==> config.mk <==
export PLATFORM = sky130hd
export DESIGN_NAME = sid_wr_arb
export DESIGN_NICKNAME = d
export VERILOG_FILES = /design/src/rtl/sid_wr_arb.sv
export SDC_FILE = /design/constraint.sdc
export NUM_CORES = 1
export LEC_CHECK = 0
export CORE_ASPECT_RATIO = 0.5
export CORE_UTILIZATION = 54
export DETAILED_ROUTE_END_ITERATION = 10
export PLACE_DENSITY = 0.76
export SLEW_MARGIN = 30
export SYNTH_ARGS = -nofsm -noshare
export SYNTH_HDL_FRONTEND = slang
export SYNTH_SLANG_ARGS = --single-unit
==> constraint.sdc <==
create_clock -name clk -period 4 [get_ports clk]
set_input_delay 0.8 -clock clk [delete_from_list [all_inputs] [get_ports clk]]
set_output_delay 0.8 -clock clk [all_outputs]
set_load 0.005 [all_outputs]
==> src/rtl/sid_wr_arb.sv <==
// sid_wr_arb
// Merges SID register writes from the host bus and from an auxiliary configuration
// master onto the single sid_control write port.
// - Host writes land in a one-deep pending register. A newer host write replaces it.
// - Aux writes are queued in a FIFO.
// - A grant is issued only when the voice pipeline is in the safe slot (voice_cycle == SLOT).
// - Bus writes win by default. After STARVE_MAX back-to-back bus wins while aux is waiting,
//   aux is forced through once.
//
// Ports
//   clk, res                      clock, synchronous active-low reset
//   voice_cycle                   voice pipeline cycle; grants only when == SLOT
//   bus_we/bus_sid/addr/data      host write, one-clk strobe
//   aux_valid/aux_ready           aux handshake; transfer on valid & ready
//   aux_sid/addr/data             aux write payload
//   wr_en/wr_sid/addr/data        registered write port to sid_control
//   level                         FIFO occupancy 0..DEPTH
//   bus_ovf                       registered pulse: pending host write was overwritten
module sid_wr_arb #(
    parameter int DEPTH      = 8,
    parameter int SLOT       = 0,
    parameter int STARVE_MAX = 4
) (
    input  logic                       clk,
    input  logic                       res,
    input  logic [3:0]                 voice_cycle,
    input  logic                       bus_we,
    input  logic                       bus_sid,
    input  logic [4:0]                 bus_addr,
    input  logic [7:0]                 bus_data,
    input  logic                       aux_valid,
    output logic                       aux_ready,
    input  logic                       aux_sid,
    input  logic [4:0]                 aux_addr,
    input  logic [7:0]                 aux_data,
    output logic                       wr_en,
    output logic                       wr_sid,
    output logic [4:0]                 wr_addr,
    output logic [7:0]                 wr_data,
    output logic [$clog2(DEPTH+1)-1:0] level,
    output logic                       bus_ovf
);

    localparam int PTR_W = $clog2(DEPTH);
    localparam int LVL_W = $clog2(DEPTH + 1);
    localparam int ST_W  = $clog2(STARVE_MAX + 1);

    localparam logic [3:0]       SLOT_CYC   = 4'(SLOT);
    localparam logic [LVL_W-1:0] FULL_LVL   = LVL_W'(DEPTH);
    localparam logic [ST_W-1:0]  STARVE_LIM = ST_W'(STARVE_MAX);

    // Entry layout: {sid, addr[4:0], data[7:0]}
    logic [13:0]      fifo_mem [DEPTH];
    logic [PTR_W-1:0] wr_ptr;
    logic [PTR_W-1:0] rd_ptr;
    logic [LVL_W-1:0] lvl_q;
    logic             rdy_q;
    logic [ST_W-1:0]  starve_q;
    logic [ST_W-1:0]  starve_nxt;

    logic             pend_vld_p0;
    logic [13:0]      pend_ent_p0;

    logic             slot_hit;
    logic             fifo_ne;
    logic             fifo_full;
    logic             push;
    logic             pop;
    logic             gnt_bus;
    logic             gnt_aux;
    logic [13:0]      gnt_ent;

    // rdy_q holds aux_ready low through reset and for the cycle in which res is released.
    assign fifo_full = (lvl_q == FULL_LVL);
    assign aux_ready = rdy_q & ~fifo_full;
    assign level     = lvl_q;

    always_comb begin
        slot_hit   = (voice_cycle == SLOT_CYC);
        fifo_ne    = (lvl_q != '0);
        gnt_bus    = 1'b0;
        gnt_aux    = 1'b0;
        starve_nxt = starve_q;
        if (slot_hit) begin
            if (pend_vld_p0 && fifo_ne) begin
                if (starve_q < STARVE_LIM) begin
                    gnt_bus    = 1'b1;
                    starve_nxt = starve_q + 1'b1;
                end else begin
                    gnt_aux    = 1'b1;
                    starve_nxt = '0;
                end
            end else if (pend_vld_p0) begin
                gnt_bus = 1'b1;
            end else if (fifo_ne) begin
                gnt_aux    = 1'b1;
                starve_nxt = '0;
            end
        end
        // No aux demand means nothing is being starved.
        if (!fifo_ne) begin
            starve_nxt = '0;
        end
        push    = aux_valid & aux_ready;
        pop     = gnt_aux;
        gnt_ent = gnt_bus ? pend_ent_p0 : fifo_mem[rd_ptr];
    end

    // ---- p0: capture (pending register, FIFO) ----
    always_ff @(posedge clk) begin
        if (bus_we) begin
            pend_ent_p0 <= {bus_sid, bus_addr, bus_data};
        end
        if (push) begin
            fifo_mem[wr_ptr] <= {aux_sid, aux_addr, aux_data};
        end
    end

    always_ff @(posedge clk) begin
        if (!res) begin
            rdy_q       <= 1'b0;
            pend_vld_p0 <= 1'b0;
            wr_ptr      <= '0;
            rd_ptr      <= '0;
            lvl_q       <= '0;
            starve_q    <= '0;
            bus_ovf     <= 1'b0;
        end else begin
            rdy_q <= 1'b1;
            if (bus_we) begin
                pend_vld_p0 <= 1'b1;
            end else if (gnt_bus) begin
                pend_vld_p0 <= 1'b0;
            end
            // A grant in this cycle consumes the old entry, so the new one is not a loss.
            bus_ovf <= bus_we & pend_vld_p0 & ~gnt_bus;
            if (push) begin
                wr_ptr <= wr_ptr + 1'b1;
            end
            if (pop) begin
                rd_ptr <= rd_ptr + 1'b1;
            end
            lvl_q    <= lvl_q + LVL_W'(push) - LVL_W'(pop);
            starve_q <= starve_nxt;
        end
    end

    // ---- p1: registered write port ----
    always_ff @(posedge clk) begin
        if (!res) begin
            wr_en   <= 1'b0;
            wr_sid  <= 1'b0;
            wr_addr <= '0;
            wr_data <= '0;
        end else begin
            wr_en <= gnt_bus | gnt_aux;
            if (gnt_bus | gnt_aux) begin
                wr_sid  <= gnt_ent[13];
                wr_addr <= gnt_ent[12:8];
                wr_data <= gnt_ent[7:0];
            end
        end
    end

endmodule

== Yosys cells after proc, flatten, opt, wreduce, memory -nomap -nowiden ==
Memory sizes are Yosys's and may differ from the RTL's. A register that Yosys moved wholly into a read port is not among the register bits.
Cells that the tools add are included.

* Memories kept: 1
* Memory bits (writable): 112
* Input port bits: 36
* Word-level logic and storage cells: 54
* Bits in registers: 45

* Equality and inequality tests: 2
* $add $sub $neg: 5
* Order comparisons: 1
* Reduce and logical (&&, ||, !) cells: 6
* Multiplexer cells: 20
* Bitwise operators: 7

{| class="wikitable"
|+ Memory list
! name !! depth !! width !! rd ports !! clocked after Yosys merged registers in !! write ports !! line !! text
|-
| fifo_mem || 8 || 14 || 1 || 1 || 1 || 53 || <nowiki>logic [13:0] fifo_mem [DEPTH];</nowiki>
|}

{| class="wikitable"
|+ Operators by type and width
! operator !! number
|-
| two-way mux 3 bit || 5
|-
| two-way mux 1 bit || 14
|-
| two-way mux 14 bit || 1
|-
| adder 3 x 1 -> 3 bit, second input constant || 3
|-
| adder 4 x 1 -> 4 bit || 1
|-
| bitwise AND 1 bit || 4
|-
| == test 4 bit, second input constant || 1
|-
| logical NOT 4 bit || 1
|-
| AND reduction 2 bit || 2
|-
| nonzero test 4 bit || 1
|-
| subtractor 4 x 1 -> 4 bit || 1
|-
| less-than comparator 3 bit, second input constant || 1
|-
| inequality test 2 x 1 -> 1 bit, second input constant || 1
|-
| inverter 1 bit || 2
|-
| nonzero test 2 bit || 1
|-
| logical AND 1 bit || 1
|-
| OR 1 bit || 1
|}

== Longest topological paths before layout ==
Gate-level depths: netlist of the first run.

* Depth in word-level cells: 7
* Mapped depth: 13

== Least setup slack after synthesis of the first run ==
No wires, ideal clock.

* Path kind: input -> register
* Start: input aux_valid
* End: memory fifo_mem[0][0], enable pin
* Path slack: 1145 ps
* Arrival time: 2434 ps
* Data required time: 3578 ps
* Stages on the path: 2
* Path through: nand3_1 -> nor4_1

* Longest elaborated chain between the ends: 3

{| class="wikitable"
|+ RTL lines
! what !! line !! text
|-
| from (decl) || 31 || <nowiki>input logic aux_valid,</nowiki>
|-
| bitwise AND 1 bit || 104 || <nowiki>push = aux_valid & aux_ready;</nowiki>
|-
| two-way mux 1 bit || 114 || <nowiki>if (push) begin</nowiki>
|-
| two-way mux 1 bit (not written as such) || 115 || <nowiki>fifo_mem[wr_ptr] <= {aux_sid, aux_addr, aux_data};</nowiki>
|-
| to (decl) || 53 ||
|}

Every way passes these cells.

== Final worst setup path of the first run ==
* Start: register lvl_q[2], in the netlist level[2]
* End: output aux_ready

* Longest elaborated chain between the ends: 3

{| class="wikitable"
|+ RTL lines
! what !! line !! text
|-
| from (decl) || 56 || <nowiki>logic [LVL_W-1:0] lvl_q;</nowiki>
|-
| from (signal assigned) || 143 || <nowiki>lvl_q <= lvl_q + LVL_W'(push) - LVL_W'(pop);</nowiki>
|-
| == test 4 bit || 74 || <nowiki>assign fifo_full = (lvl_q == FULL_LVL);</nowiki>
|-
| inverter 1 bit || 75 || <nowiki>assign aux_ready = rdy_q & ~fifo_full;</nowiki>
|-
| bitwise AND 1 bit || 75 ||
|-
| to (decl) || 32 || <nowiki>output logic aux_ready,</nowiki>
|}

Every way passes these cells.

==> results.txt, run 1 <==
----------------------------------------------------
[STA]
  Setup total negative slack ... 0 ns
  Final period demand of the worst path ... 2.892 ns
  Pin slew with the least headroom to its limit ... 0.9652 ns
  Maximum clock frequency ... 0.3458 GHz
  Final-report setup violation count ... 0
  Maximum clock skew at final layout ... 0.008314 ns
  Tightest hold margin ... 0.4743 ns
  Final hold violation count ... 0
  Slew Limit Headroom ... 0.3544
  Unrepaired setup endpoints after global routing ... no
  Worst Setup Slack, final ... 1.108 ns
  Final Cycle Share ... 0.7230
  Count of final max-slew check failures ... 0

[Setup path]
  List of cells traversed by the critical path ... inv_1 > ha_1 > or3b_2 > and2_1 > clkdlybuf4s50_1
  Startpoint kind of the worst setup timing path ... register
  Sum of buffers and inverters on the critical path ... 2
  Largest incremental delay on the critical path ... 0.47 ns
  Arrival @ worst endpoint ... 2.09 ns
  Maximum fanout encountered on the critical timing path ... 3
  Classification of the worst setup path ... register to primary output
  Crit path required time ... 3.20 ns
  CP max stage cell ... or3b_2
  Crit-path leading delay family ... simple AND/OR/NAND/NOR gates
  Crit end category ... primary output

[Power]
  Share of total power in the clock network ... 0.450
  Combinational Power Share ... 0.069
  Internal power consumption ... 3.066 mW
  Part of the power in registers ... 0.480
  Maximum resistive drop on vdd ... 310.1 µV
  Net Switching ... 851.2 µW
  Net switching fraction of the power ... 0.2173
  Power density relative to cell area ... 518.8 nW/µm²
  Leakage component of the power ... 2.522 nW

[Floorplan]
  Number of rows created at floorplan ... 27
  Initial cell density of the core ... 0.5577
  Core area ... 11050 µm²
  Floorplan die height ... 77.53 µm
  Chip width ... 153.1 µm
  Die footprint ... 11870 µm²
  Count of boundary I/O pins ... 57

[Synthesis]
  Biggest area consumer among synthesized cells ... edfxtp_1
  Number of warning messages in the yosys log ... 0
  Number of storage elements in the synthesis netlist ... 160
  Primary flip-flop cell chosen by synthesis mapping ... edfxtp_1
  Portion of synthesized cell area occupied by the leading cell type ... 0.6141
  Top area cells in the synthesized netlist ... edfxtp_1 (61%), dfxtp_1 (11%), mux4_2 (7.7%), mux4_1 (3.0%), mux2i_1 (2.6%)
  Top cell types by occurrence after synthesis ... edfxtp_1 (126), dfxtp_1 (34), mux4_2 (21)
  Nets in the synthesized netlist ... 370
  Combined area of all synthesized cells ... 6161 µm²
  EDFF count, synth ... 126
  Post-Synthesis Mean Instance Area ... 19.02 µm²
  Most frequently used cell type in the post-synthesis netlist ... edfxtp_1
  Async S/R FF share, synth ... 0
  Synthesized netlist cell count ... 324
  Post-synthesis sequential area ratio ... 0.7246
  Number of distinct standard cells referenced by the synthesized netlist ... 39

[Finish]
  Post-synthesis to final-layout area growth ... 22.56%
  Total Nets Final ... 440
  Fillers ... 667
  Proportion of layout cells with a drive suffix above 1 ... 0.1818
  Combined area of the multi-input logic cells ... 1605 µm²
  Storage element area ... 4466 µm²
  Final core occ ... 0.6835
  N_diodes ... 0

[Detailed routing]
  Total via count after detailed routing ... 3122
  Iteration-0 DRC count of the detailed router ... 235
  Drt via density ... 5.656
  Number of detailed-route iterations in the first pass ... 4
  Post-detailed-route DRC marker count ... 0
  Final WL ... 11.71 mm
  Number of routed nets with antenna violations ... 0
  Average detailed-routed wire length per instance ... 21.20 µm

[Clock tree]
  Worst-skew pair later-pin latency ... 0.41 ns
  CTS tree ... yes
  Number of buffers between clock root and the deepest sink ... 2
  Clock buffer count from CTS ... 17
  Buffer count from post-CTS setup fixing ... 0
  Clock slew seen by the registers of the worst setup and hold paths ... 0.07 ns
  Number of buffers added to fix hold violations after cts ... 0
  CTS root buffer ... clkbuf_16
  Depth of the CTS H-tree ... 4
  Sink Count ... 160
  Number of gates resized after CTS ... 0

[Place]
  Final HPWL from detailed placement ... 7.011 mm
  Placer Congestion ... 0.8336
  Post-placement setup slack ... 0.7301 ns
  Number of port buffers ... 56

[GRT]
  Pin count of the biggest net entering global routing ... 29
  Vias in the first global route ... 3315
  Total grt overflow ... 0
  First-pass GRT wire length ... 18.18 mm
  GRT Overall Usage ... 0.2143
  Initial antenna violation count ... 0

[Worst hold path]
  Min-Delay Path Class ... register to register

[Outcome]
  Outcome ... finished, final reports clean

[Run]
  Total of max-cap violations ... 0

----------------------------------------------------
## worst register-to-register path, cell delays in order (launching register included)
cell and delay, ns:
dfxtp_1 0.31, inv_1 0.10, ha_1 0.16, or3b_2 0.47
nand3_1 0.35, ha_1 0.31, inv_1 0.06, ha_1 0.15
inv_1 0.05, fa_1 0.37, xnor2_1 0.13, and2_1 0.14
## kinds of logic (layout without fill, tap and decap cells)
kind of cell / Yosys count / in the layout / share of synthesized area
flops: 160 / 160 / 0.7246
mux: 44 / 44 / 0.1326
xor+xnor: 6 / 6 / 0.008530
simple gates: 62 / 62 / 0.05971
buf+inv: 20 / 103 / 0.02132
fa+ha+maj: 10 / 10 / 0.02153
compound gates: 22 / 22 / 0.03168
## final timing paths
kind	start	end	slack, ns	cells after the start
setup reg to reg	level[2]$_SDFF_PN0_	level[2]$_SDFF_PN0_	1.29	11
hold reg to reg	pend_ent_p0[13]$_DFFE_PP_	wr_sid$_SDFFE_PN0P_	0.47	1
setup / recovery	level[2]$_SDFF_PN0_	aux_ready	1.11	5
hold / removal	pend_ent_p0[13]$_DFFE_PP_	wr_sid$_SDFFE_PN0P_	0.47	1
## power groups by stage
stage	sequential [mW]	clock, mW	combinational, mW
after detailed placement	1.92	0	0.271
after global routing	1.89	1.86	0.297
after global placement	1.91	0	0.258
after floorplan	1.91	0	0.151
final	1.88	1.76	0.271
after CTS	1.88	1.79	0.274
## cell type report
class / instances / area share
Clock buffer: 18 / 0.05684
Clock inverter: 14 / 0.02900
Inverter: 6 / 0.002983
Multi-Input combinational cell: 144 / 0.2126
Sequential cell: 160 / 0.5914
Tap cell: 145 / 0.02403
Timing Repair Buffer: 65 / 0.08318
## metrics by stage
stage          area, µm²  std cells  power [mW]
6_report            7551        552       3.917
3_3_place_gp        6897        520       2.169
5_1_grt             7551        552       4.048
2_1_floorplan       6161        324       2.061
4_1_cts             7545        552       3.951
3_5_place_dp        6897        520       2.188
## registers in the layout (all words and copies together) (netlist names), named ones only
signal       count
bus_ovf          1
pend_ent_p0     14
wr_data          8
pend_vld_p0      1
rd_ptr           3
wr_en            1
wr_ptr           3
fifo_mem       112
wr_addr          5
starve_q         3
wr_sid           1
level            4
rdy_q            1
## routing by layer
metal	routed length, µm	track usage
met4	98	0.07576
met3	712	0.05698
met1	4931	0.2867
met5	0	0
met2	5963	0.3434
## cells in the final DEF, fill, tap and decap left out, drive strengths merged, types with 2 or more instances in the layout
cell type and count:
edfxtp 126, clkdlybuf4s50 56, dfxtp 34, mux4 28, nor2 19, clkbuf 18, mux2i 16, a221o 14
inv 14, and2 10, ha 9, buf 9, nor2b 6, nand2 5, a21oi 5, nor3 5
nand3 4, xnor2 4, bufinv 4, nand2b 3, nand4 3, xor2 2, or3b 2, nor4 2
a21o 2
No activity file was read; power rests on OpenSTA's default activity.
==> inputs of run 2 (changes only) <==
- clock period: 4 -> 2.7 ns (I/O delays scaled with it)
==> run 2 against run 1 <==
Clock skew up 0.0035 ns; final area down 0.15%; via count up 2.1%; register-to-register slack worse by 1.1 ns; global-route usage down 0.092 points; worst hold slack worse by 0.013 ns; critical path depth up 6; core utilization down 0.10 points; largest cell class unchanged; clock power up 31%; die area unchanged.
==> results.txt, run 2 (synthesized netlist as in run 1, its figures left out) <==
----------------------------------------------------
[STA]
  Maximum clock frequency ... 0.3929 GHz
  Final Cycle Share ... 0.9427
  Maximum clock skew at final layout ... 0.01182 ns (+0.003508 ns)
  Worst Setup Slack, final ... 0.1547 ns (-0.9533 ns)
  Final-report setup violation count ... 0 (unchanged)
  Unrepaired setup endpoints after global routing ... no
  Count of final max-slew check failures ... 0 (unchanged)
  Slew Limit Headroom ... 0.4584 (+0.1040)
  Final hold violation count ... 0 (unchanged)
  Setup total negative slack ... 0 ns (unchanged)
  Final period demand of the worst path ... 2.545 ns
  Pin slew with the least headroom to its limit ... 0.8098 ns (-0.1554 ns)

[Power]
  Net Switching ... 1.297 mW (+52%)
  Part of the power in registers ... 0.507 (+0.027)
  Net switching fraction of the power ... 0.2360 (+0.01868)
  Share of total power in the clock network ... 0.419 (-0.031)
  Leakage component of the power ... 2.542 nW (+0.80%)
  Internal power consumption ... 4.199 mW (+37%)
  Maximum resistive drop on vdd ... 433.4 µV (+40%)
  Power density relative to cell area ... 728.9 nW/µm² (+40%)
  Combinational Power Share ... 0.075 (+0.006)

[Finish]
  N_diodes ... 0 (unchanged)
  Proportion of layout cells with a drive suffix above 1 ... 0.1952 (+0.01336)
  Max reg flops ... 112 (unchanged)
  Total Nets Final ... 448 (+1.8%)
  Most common library cell in the layout ignoring fill and taps ... edfxtp_1
  Post-synthesis to final-layout area growth ... 22.38%
  Commonest non-fill, non-tap cells in the layout ... edfxtp_1 (126), clkdlybuf4s50_1 (56), dfxtp_1 (34)
  Biggest register ... fifo_mem
  Largest registers ... fifo_mem x112, pend_ent_p0 x14, wr_data x8
  Post-layout instance count excluding filler cells ... 560 (+1.4%)

[Detailed routing]
  Number of routed nets with antenna violations ... 0 (unchanged)
  Post-detailed-route DRC marker count ... 0 (unchanged)
  Final WL ... 11.59 mm (-1.0%)
  Number of detailed-route iterations in the first pass ... 5 (+1)
  Average detailed-routed wire length per instance ... 20.69 µm (-2.4%)
  Iteration-0 DRC count of the detailed router ... 194 (-17%)
  Drt via density ... 5.691 (+0.62%)
  Total via count after detailed routing ... 3187 (+2.1%)

[Setup path]
  CP max stage cell ... or3b_1
  Crit end category ... register
  Crit path required time ... 3.01 ns (-0.19 ns)
  Crit-path leading delay family ... adder cells
  Sum of buffers and inverters on the critical path ... 3 (+1)
  Largest incremental delay on the critical path ... 0.45 ns (-0.02 ns)
  List of cells traversed by the critical path ... inv_1 > ha_1 > or3b_1 > and3_1 > ha_1 > inv_1 > ha_1 > inv_1 > fa_1 > xnor2_1 > and2_1
  Arrival @ worst endpoint ... 2.85 ns (+0.76 ns)
  Classification of the worst setup path ... register to register
  Startpoint kind of the worst setup timing path ... register
  Maximum fanout encountered on the critical timing path ... 6 (+3)

[Run]
  Total of max-cap violations ... 0 (unchanged)

[Clock tree]
  Worst-skew pair later-pin latency ... 0.42 ns (about the same)
  CTS tree ... yes
  Number of buffers added to fix hold violations after cts ... 0 (unchanged)
  Sink Count ... 160 (unchanged)
  Number of buffers between clock root and the deepest sink ... 2 (unchanged)
  Buffer count from post-CTS setup fixing ... 0 (unchanged)
  Depth of the CTS H-tree ... 4 (unchanged)
  Clock slew seen by the registers of the worst setup and hold paths ... 0.06 ns (about the same)
  Clock buffer count from CTS ... 17 (unchanged)
  CTS root buffer ... clkbuf_16

[Floorplan]
  Die footprint ... 11870 µm² (unchanged)
  Chip width ... 153.1 µm (unchanged)
  Core area ... 11050 µm² (unchanged)
  Count of boundary I/O pins ... 57 (unchanged)
  Floorplan die height ... 77.53 µm (unchanged)
  Number of rows created at floorplan ... 27 (unchanged)
  Initial cell density of the core ... 0.5577 (unchanged)

[Outcome]
  Outcome ... finished, final reports clean

[GRT]
  GRT Overall Usage ... 0.2134 (-0.0009203)
  Vias in the first global route ... 3231 (-2.5%)
  Total grt overflow ... 0 (unchanged)
  Initial antenna violation count ... 0 (unchanged)
  First-pass GRT wire length ... 18.02 mm (-0.91%)
  Pin count of the biggest net entering global routing ... 29 (unchanged)

[Place]
  Cell count after placement ... 528 (+1.5%)
  Post-placement setup slack ... -0.1225 ns (-0.8525 ns)
  Placer Congestion ... 0.7741 (-7.1%)
  Final HPWL from detailed placement ... 7.175 mm (+2.3%)
  Number of port buffers ... 56 (unchanged)

[Worst hold path]
  Min-Delay Path Class ... register to register

----------------------------------------------------
-- run 2: path summary, 6_finish.rpt --
path                            startpoint                        to  slack, ns  depth (start not counted)
hold / removal    starve_q[1]$_SDFFE_PN0P_  starve_q[1]$_SDFFE_PN0P_       0.46                          2
setup / recovery       level[2]$_SDFF_PN0_       level[2]$_SDFF_PN0_       0.15                         11
hold reg to reg   starve_q[1]$_SDFFE_PN0P_  starve_q[1]$_SDFFE_PN0P_       0.46                          2
setup reg to reg       level[2]$_SDFF_PN0_       level[2]$_SDFF_PN0_       0.15                         11
-- run 2: final cells by class --
class,count,area (µm²)
Fill cell,674,3507
Multi-Input combinational cell,144,1594
Clock buffer,17,425.4
Timing Repair Buffer,73,700.7
Inverter,6,22.52
Tap cell,145,181.4
Clock inverter,15,151.4
Sequential cell,160,4464
-- run 2: per-layer routing --
layer,GRT usage,wire (µm),share of wire
met1,0.2684,4773,0.41
met3,0.05531,719,0.062
met4,0.08283,121,0.010
met5,0,0,0
met2,0.3598,5972,0.52
-- run 2: what timing repair did --
action | 4_1_cts | 5_1_grt
setup endpoints to repair | 0 | 1
gates resized for setup | 0 | 1
endpoints found under the hold margin | 0 | 0
-- run 2: power groups by stage --
stage | clock network [mW] | logic (mW) | registers (mW)
after floorplan | 0 | 0.225 | 2.83
after detailed placement | 0 | 0.411 | 2.84
after global routing | 2.44 | 0.449 | 2.79
after global placement | 0 | 0.389 | 2.83
after CTS | 2.33 | 0.414 | 2.78
final | 2.30 | 0.411 | 2.78
-- run 2: worst reg2reg max path, stage by stage (launching register included) --
cell     delay [ns]
dfxtp_1        0.31
inv_1          0.10
ha_1           0.16
or3b_1         0.45
and3_1         0.22
ha_1           0.27
inv_1          0.05
ha_1           0.16
inv_1          0.06
fa_1           0.38
xnor2_1        0.14
and2_1         0.15
-- run 2: per-stage QoR --
step	hold slack [ns]	util	power [mW]	cell area [µm²]
floorplan	0.4347	-	3.054	6167
global route	0.4875	0.6825	5.681	7540
global placement	0.4442	0.6301	3.219	6960
finish	0.4615	0.6825	5.496	7540
CTS	0.4637	0.6823	5.527	7537
detailed placement	0.4550	0.6301	3.249	6960
